<file path="src/rtl/mem_dispatcher__read_lines.sv">
`timescale 1ns/1ps
`default_nettype none
// ============================================================================
// mem_dispatcher__read_lines
// Reads num_lines lines of words_per_line words through one controller read
// port, in bursts of at most MAX_BURST words, and streams them to a buffer.
// Rev 1.0
// ============================================================================
module mem_dispatcher__read_lines #(
   parameter int DATA_W         = 32,
   parameter int MAX_BURST      = 64,
   parameter int CNT_W          = 16,
   parameter int LINES_W        = 10,
   parameter int BUFF_ADDR_BITS = 11
) (
   input  logic                      clk,
   input  logic                      rst_n,
   input  logic                      mem_calib_done,
   input  logic                      start,
   input  logic [29:0]               start_addr,
   input  logic [CNT_W-1:0]          words_per_line,
   input  logic [LINES_W-1:0]        num_lines,
   input  logic [29:0]               line_stride,
   output logic                      busy,
   output logic                      done,
   output logic                      data_out__we,
   output logic [BUFF_ADDR_BITS-1:0] data_out__addr,
   output logic [LINES_W-1:0]        data_out__line,
   output logic [DATA_W-1:0]         data_out,
   output logic                      port_cmd_en,
   output logic [2:0]                port_cmd_instr,
   output logic [5:0]                port_cmd_bl,
   output logic [29:0]               port_cmd_byte_addr,
   input  logic                      port_cmd_full,
   output logic                      port_rd_en,
   input  logic [DATA_W-1:0]         port_rd_data,
   input  logic                      port_rd_empty
);

   localparam int                    BYTES       = DATA_W / 8;
   localparam int                    BYTE_SHIFT  = $clog2(BYTES);
   localparam logic [CNT_W-1:0]      MAX_BURST_C = CNT_W'(MAX_BURST);
   localparam logic [CNT_W-1:0]      ONE_CNT     = CNT_W'(1);
   localparam logic [LINES_W:0]      ONE_LINE    = (LINES_W + 1)'(1);
   localparam logic [BUFF_ADDR_BITS-1:0] ONE_IDX = BUFF_ADDR_BITS'(1);
   localparam logic [2:0]            INSTR_READ  = 3'b001;

   typedef enum logic [2:0] {
      S_WAIT_CALIB = 3'd0,
      S_IDLE       = 3'd1,
      S_CMD        = 3'd2,
      S_DRAIN      = 3'd3,
      S_FIN        = 3'd4
   } state_t;

   state_t                    state_q,      state_d;
   logic [CNT_W-1:0]          wpl_q,        wpl_d;
   logic [LINES_W-1:0]        nlines_q,     nlines_d;
   logic [29:0]               stride_q,     stride_d;
   logic [LINES_W-1:0]        line_q,       line_d;
   logic [CNT_W-1:0]          rem_q,        rem_d;
   logic [29:0]               line_base_q,  line_base_d;
   logic [29:0]               burst_addr_q, burst_addr_d;
   logic [5:0]                cmd_bl_q,     cmd_bl_d;
   logic [6:0]                beats_q,      beats_d;
   logic [6:0]                beat_cnt_q,   beat_cnt_d;
   logic [BUFF_ADDR_BITS-1:0] word_idx_q,   word_idx_d;
   logic                      we_q,         we_d;
   logic [BUFF_ADDR_BITS-1:0] out_addr_q,   out_addr_d;
   logic [LINES_W-1:0]        out_line_q,   out_line_d;
   logic [DATA_W-1:0]         out_data_q,   out_data_d;

   logic                      pop;
   logic                      last_beat;
   logic                      more_lines;
   logic [29:0]               next_line_base;

   // Burst length field for a given number of remaining words (caller ensures r > 0).
   function automatic logic [5:0] burst_bl(input logic [CNT_W-1:0] r);
      if (r >= MAX_BURST_C) begin
         return 6'(MAX_BURST - 1);
      end
      return 6'(r - ONE_CNT);
   endfunction

   assign pop            = (state_q == S_DRAIN) && !port_rd_empty;
   assign last_beat      = (beat_cnt_q + 7'd1) == beats_q;
   assign more_lines     = ({1'b0, line_q} + ONE_LINE) < {1'b0, nlines_q};
   assign next_line_base = line_base_q + stride_q;

   always_comb begin
      state_d      = state_q;
      wpl_d        = wpl_q;
      nlines_d     = nlines_q;
      stride_d     = stride_q;
      line_d       = line_q;
      rem_d        = rem_q;
      line_base_d  = line_base_q;
      burst_addr_d = burst_addr_q;
      cmd_bl_d     = cmd_bl_q;
      beats_d      = beats_q;
      beat_cnt_d   = beat_cnt_q;
      word_idx_d   = word_idx_q;
      we_d         = 1'b0;
      out_addr_d   = out_addr_q;
      out_line_d   = out_line_q;
      out_data_d   = out_data_q;

      case (state_q)
         S_WAIT_CALIB: begin
            if (mem_calib_done) begin
               state_d = S_IDLE;
            end
         end

         S_IDLE: begin
            if (start) begin
               if ((words_per_line == '0) || (num_lines == '0)) begin
                  state_d = S_FIN;
               end else begin
                  wpl_d        = words_per_line;
                  nlines_d     = num_lines;
                  stride_d     = line_stride;
                  line_d       = '0;
                  rem_d        = words_per_line;
                  line_base_d  = start_addr;
                  burst_addr_d = start_addr;
                  cmd_bl_d     = burst_bl(words_per_line);
                  word_idx_d   = '0;
                  state_d      = S_CMD;
               end
            end
         end

         S_CMD: begin
            if (!port_cmd_full) begin
               beats_d    = {1'b0, cmd_bl_q} + 7'd1;
               beat_cnt_d = '0;
               state_d    = S_DRAIN;
            end
         end

         S_DRAIN: begin
            if (pop) begin
               we_d       = 1'b1;
               out_data_d = port_rd_data;
               out_addr_d = word_idx_q;
               out_line_d = line_q;
               word_idx_d = word_idx_q + ONE_IDX;
               rem_d      = rem_q - ONE_CNT;
               beat_cnt_d = beat_cnt_q + 7'd1;
               if (last_beat) begin
                  // rem_q still counts the word popped this cycle
                  if (rem_q != ONE_CNT) begin
                     burst_addr_d = burst_addr_q + (30'(beats_q) << BYTE_SHIFT);
                     cmd_bl_d     = burst_bl(rem_q - ONE_CNT);
                     state_d      = S_CMD;
                  end else if (more_lines) begin
                     line_d       = line_q + LINES_W'(1);
                     line_base_d  = next_line_base;
                     burst_addr_d = next_line_base;
                     rem_d        = wpl_q;
                     cmd_bl_d     = burst_bl(wpl_q);
                     word_idx_d   = '0;
                     state_d      = S_CMD;
                  end else begin
                     state_d      = S_FIN;
                  end
               end
            end
         end

         S_FIN: begin
            state_d = S_IDLE;
         end

         default: begin
            state_d = S_WAIT_CALIB;
         end
      endcase
   end

   always_ff @(posedge clk) begin
      if (!rst_n) begin
         state_q      <= S_WAIT_CALIB;
         wpl_q        <= '0;
         nlines_q     <= '0;
         stride_q     <= '0;
         line_q       <= '0;
         rem_q        <= '0;
         line_base_q  <= '0;
         burst_addr_q <= '0;
         cmd_bl_q     <= '0;
         beats_q      <= '0;
         beat_cnt_q   <= '0;
         word_idx_q   <= '0;
         we_q         <= 1'b0;
         out_addr_q   <= '0;
         out_line_q   <= '0;
         out_data_q   <= '0;
      end else begin
         state_q      <= state_d;
         wpl_q        <= wpl_d;
         nlines_q     <= nlines_d;
         stride_q     <= stride_d;
         line_q       <= line_d;
         rem_q        <= rem_d;
         line_base_q  <= line_base_d;
         burst_addr_q <= burst_addr_d;
         cmd_bl_q     <= cmd_bl_d;
         beats_q      <= beats_d;
         beat_cnt_q   <= beat_cnt_d;
         word_idx_q   <= word_idx_d;
         we_q         <= we_d;
         out_addr_q   <= out_addr_d;
         out_line_q   <= out_line_d;
         out_data_q   <= out_data_d;
      end
   end

   // Status outputs are pure decodes of the registered state.
   assign busy               = (state_q == S_WAIT_CALIB) || (state_q == S_CMD) ||
                               (state_q == S_DRAIN);
   assign done               = (state_q == S_FIN);
   assign port_cmd_en        = (state_q == S_CMD) && !port_cmd_full;
   assign port_cmd_instr     = INSTR_READ;
   assign port_cmd_bl        = cmd_bl_q;
   assign port_cmd_byte_addr = burst_addr_q;
   assign port_rd_en         = pop;
   assign data_out__we       = we_q;
   assign data_out__addr     = out_addr_q;
   assign data_out__line     = out_line_q;
   assign data_out           = out_data_q;

endmodule
`default_nettype wire

</file>
<file path="config.mk">
export PLATFORM = sky130hd
export DESIGN_NAME = mem_dispatcher__read_lines
export DESIGN_NICKNAME = d
export VERILOG_FILES = /design/src/rtl/mem_dispatcher__read_lines.sv
export SDC_FILE = /design/constraint.sdc
export NUM_CORES = 1
export LEC_CHECK = 0
export BUFFER_PORTS_ARGS = -buffer_cell sky130_fd_sc_hd__buf_2
export CAP_MARGIN = 0
export CORE_MARGIN = 5
export CORE_UTILIZATION = 30
export DETAILED_ROUTE_END_ITERATION = 8
export PLACE_DENSITY = 0.49
export REMOVE_ABC_BUFFERS = 1
export SYNTH_ARGS = -nofsm -noshare
export SYNTH_HDL_FRONTEND = slang
export SYNTH_SLANG_ARGS = --single-unit
</file>
<file path="constraint.sdc">
create_clock -name clk -period 3.85 [get_ports clk]
set_clock_uncertainty 0.15 [all_clocks]
set_input_delay 0 -clock clk [delete_from_list [all_inputs] [get_ports clk]]
set_output_delay 0 -clock clk [all_outputs]
set_load 0.01 [all_outputs]
</file>
==> results.cfg <==
[critical_path]
timing.critical_path.to_type = flip-flop
cp_cell_sequence = nand3_1, nor2_1, and3_2, xor2_1, ha_1, a211oi_1, nor2_1, a311o_1, a21o_1, nor3_4, buf_12, a21o_4, buf_12, nor2_1, a311oi_2
timing.rr.end = line_base_q[6]
cp_data_required_time_ps = 4150
critPathArrivalTime_ps = 3880
reg2reg_depth = 15
path_common_cell = nor2_1
cpMaxStageDelayCell = dfxtp_1
criticalPathCategory = flip-flop to flip-flop
crit_fanout = 21
critPathLaunchType = flip-flop
reg2reg_from = line_q[1]
regToRegSetupSlack_ps = 280
critical-path-max-stage-delay_ps = 370

[sta]
timing.final.crit_period_ps = 3570
setup_violations = 0
grt_setup_unrepaired = false
setup-tns-final_ps = 0
tightest_slew_ps = 932
hold_violations = 0
remaining_max_slew_budget_at_the_tightest_pin_pct = 37.9
finalMaxSlewViolations = 0
fmax_ghz = 0.280
timing.final.crit_share_pct = 92.8

[route]
remaining_drc_errors = 0
routed_via_density = 5.06
number_of_drc_violations_after_detailed_routing_iteration_0 = 809
wire_length_after_detailed_routing_um = 48100
postRouteAntennaNets = 0
drt_pre_antenna_iters = 6
via_count = 13500
average_wire_per_cell_in_the_routed_design_um = 18.0

[clock_network]
tritoncts.num_buffers = 28
clock_latency_ps = 560
cts.sinks = 230
clock-root-buffer = clkbuf_16
tritoncts_clock_tree = done
htreeDepth = 1
clock_tree.buffer_depth = 3
path_clk_slew_ps = 60

[finish]
final_net_count = 2238
final_core_util_pct = 39.4
antennaDiodeCount = 0
layoutNonFillerInstCount = 2671
area_growth_pct = 30.1
drive_gt1_share_pct = 17.0
fillers = 4616

[logic_synthesis]
synthFlopType = dfxtp_1
synthesis.yosys.warnings = 0
synth-edff-count = 0
avg_synthesized_cell_area_um2 = 7.58
fraction_of_the_yosys_area_taken_by_sequential_cells_pct = 34.6
post_synth_most_frequent_cells = nand2_1 (330), dfxtp_1 (230), a21oi_1 (223)
post-synth-top-count-cell = nand2_1
postSynth.asyncResetShare_pct = 0
post_synth_inst_count = 1757
ys_types = 82
synth_top_area_share_pct = 34.6
ys_top_cells_by_area = dfxtp_1 (35%), nand2_1 (9.3%), a21oi_1 (8.4%)
cell_type_with_the_largest_total_area_after_synthesis = dfxtp_1
synth.cell_area_mm2 = 0.0133
ys_ff_latch = 230

[min_path]
whs_path_depth = 4
hold_path_startpoint = port_rd_data[15]
worst_hold_path.endpoint = data_out[15]
worstHoldPathType = input port to flip-flop

[power_and_ir_drop]
powerDensity_mw_per_mm2 = 368
peakVddDrop_v = 0.000323
reported_leakage_power_uw = 0.00702

[placed_design]
dp_hpwl_um = 33800
finalWeightedCongestion = 0.914
buffer_ports.inserted = 217
post-place-cells = 2493

[status]
status = completed

[flow_run]
max_cap_viol_count = 0

[floorplanning]
row_count = 77
fp.coreArea_mm2 = 0.0440
die-area_mm2 = 0.0487
dieWidth_um = 221
die_h_um = 221
initial_core_util_pct = 30.2
boundaryPins = 221

[global_routing]
grt_antenna_before_repair = 0
grt_pass1_vias = 13000
grt.total_usage_pct = 18.8
grt.overflow.total = 0
grt_pass1_wl_um = 73900
grt_start_max_net_pins = 83
==> logic make-up (layout without fill, tap and decap cells) <==
group | count (synthesis) | in the layout | synth area share [%]
and+or+nand+nor | 672 | 672 | 23.0
AOI/OAI and AO/OA | 528 | 528 | 24.5
DFF | 230 | 230 | 34.6
buffers and inverters | 156 | 477 | 4.98
xor gates and xnor gates | 99 | 99 | 6.51
adders and majority gates | 55 | 55 | 5.28
muxes | 15 | 15 | 1.14
other | 2 | 3 | 0.0564
==> layout make-up <==
class	instances	area, um2	area share, %
Multi-Input combinational cell	1372	8100	46.7
Sequential cell	230	4610	26.6
Timing Repair Buffer	392	2820	16.3
Tap cell	592	741	4.27
Clock inverter	15	165	0.953
Clock buffer	35	767	4.43
Inverter	35	134	0.772
==> stage by stage <==
stage	area (um2)	power, uW	hold WS, ps	setup slack, ps
CTS	17300	6450	43.4	45.7
finish	17300	6370	80.4	277
detailed placement	15000	3620	96.1	-155
global route	17300	6680	72.7	18.7
global placement	15000	3610	91.1	-110
floorplan	12800	3220	-24.5	-2070
==> worst max-delay path by stage <==
stage | startpoint | slack (ps) | end
4_1_cts | line_q[0] | 50 | line_base_q[6]
5_1_grt | line_q[1] | 20 | word_idx_q[1]
3_3_place_gp | line_q[0] | -110 | word_idx_q[1]
2_1_floorplan | state_q[0] | -2070 | word_idx_q[0]
3_5_place_dp | line_q[0] | -150 | word_idx_q[1]
6_report | line_q[1] | 280 | line_base_q[6]
==> layout by cell type, fill, tap and decap left out, drive strengths merged, types with 21 or more instances in the layout <==
| master | netlist | routed |
|---|---|---|
| nand4 | 21 | 21 |
| dlygate4sd3 | 0 | 126 |
| nand2 | 330 | 330 |
| nand3 | 56 | 56 |
| xnor2 | 55 | 55 |
| nor3 | 45 | 45 |
| inv | 35 | 35 |
| nor2 | 128 | 128 |
| a211oi | 28 | 28 |
| a31oi | 34 | 34 |
| ha | 53 | 53 |
| a21oi | 223 | 223 |
| o21ai | 106 | 106 |
| clkbuf | 79 | 36 |
| buf | 42 | 265 |
| dfxtp | 230 | 230 |
| xor2 | 44 | 44 |
| a21o | 21 | 21 |
==> what timing repair did <==
action                     in CTS  in global routing
setup endpoints to repair      15                 56
gates cloned                    0                  1
hold buffers                  126                  0
hold endpoints to repair      186                  0
setup buffers                   0                  1
resized for setup               3                  8
pin swaps                       0                  1
==> sequential cells by signal (all words and copies together) (netlist names), 10 cells and up <==
signal              count
data_out               32
data_out__addr         11
data_out__line         10
line_base_q            30
line_q                 10
nlines_q               10
port_cmd_byte_addr     30
rem_q                  16
stride_q               30
word_idx_q             11
wpl_q                  16
==> layer usage <==
layer	GRT usage, %	part of all wire, %
met1	26.3	47
met2	30.7	46
met3	2.56	4.8
met4	4.92	2.5
met5	0	0
==> critical path: cells and delay by family, from the launching register on <==
kind	cells	cell delay, ps
flops	1	370
buf+inv	2	330
fa+ha+maj	1	260
xor+xnor	1	180
compound gates	5	1250
simple gates	6	920
==> where the power goes <==
group | internal [uW] | switching (uW)
Combinational | 475 | 629
Sequential | 2480 | 110
Clock | 1610 | 1070
Power figures use the tool's default switching activity.
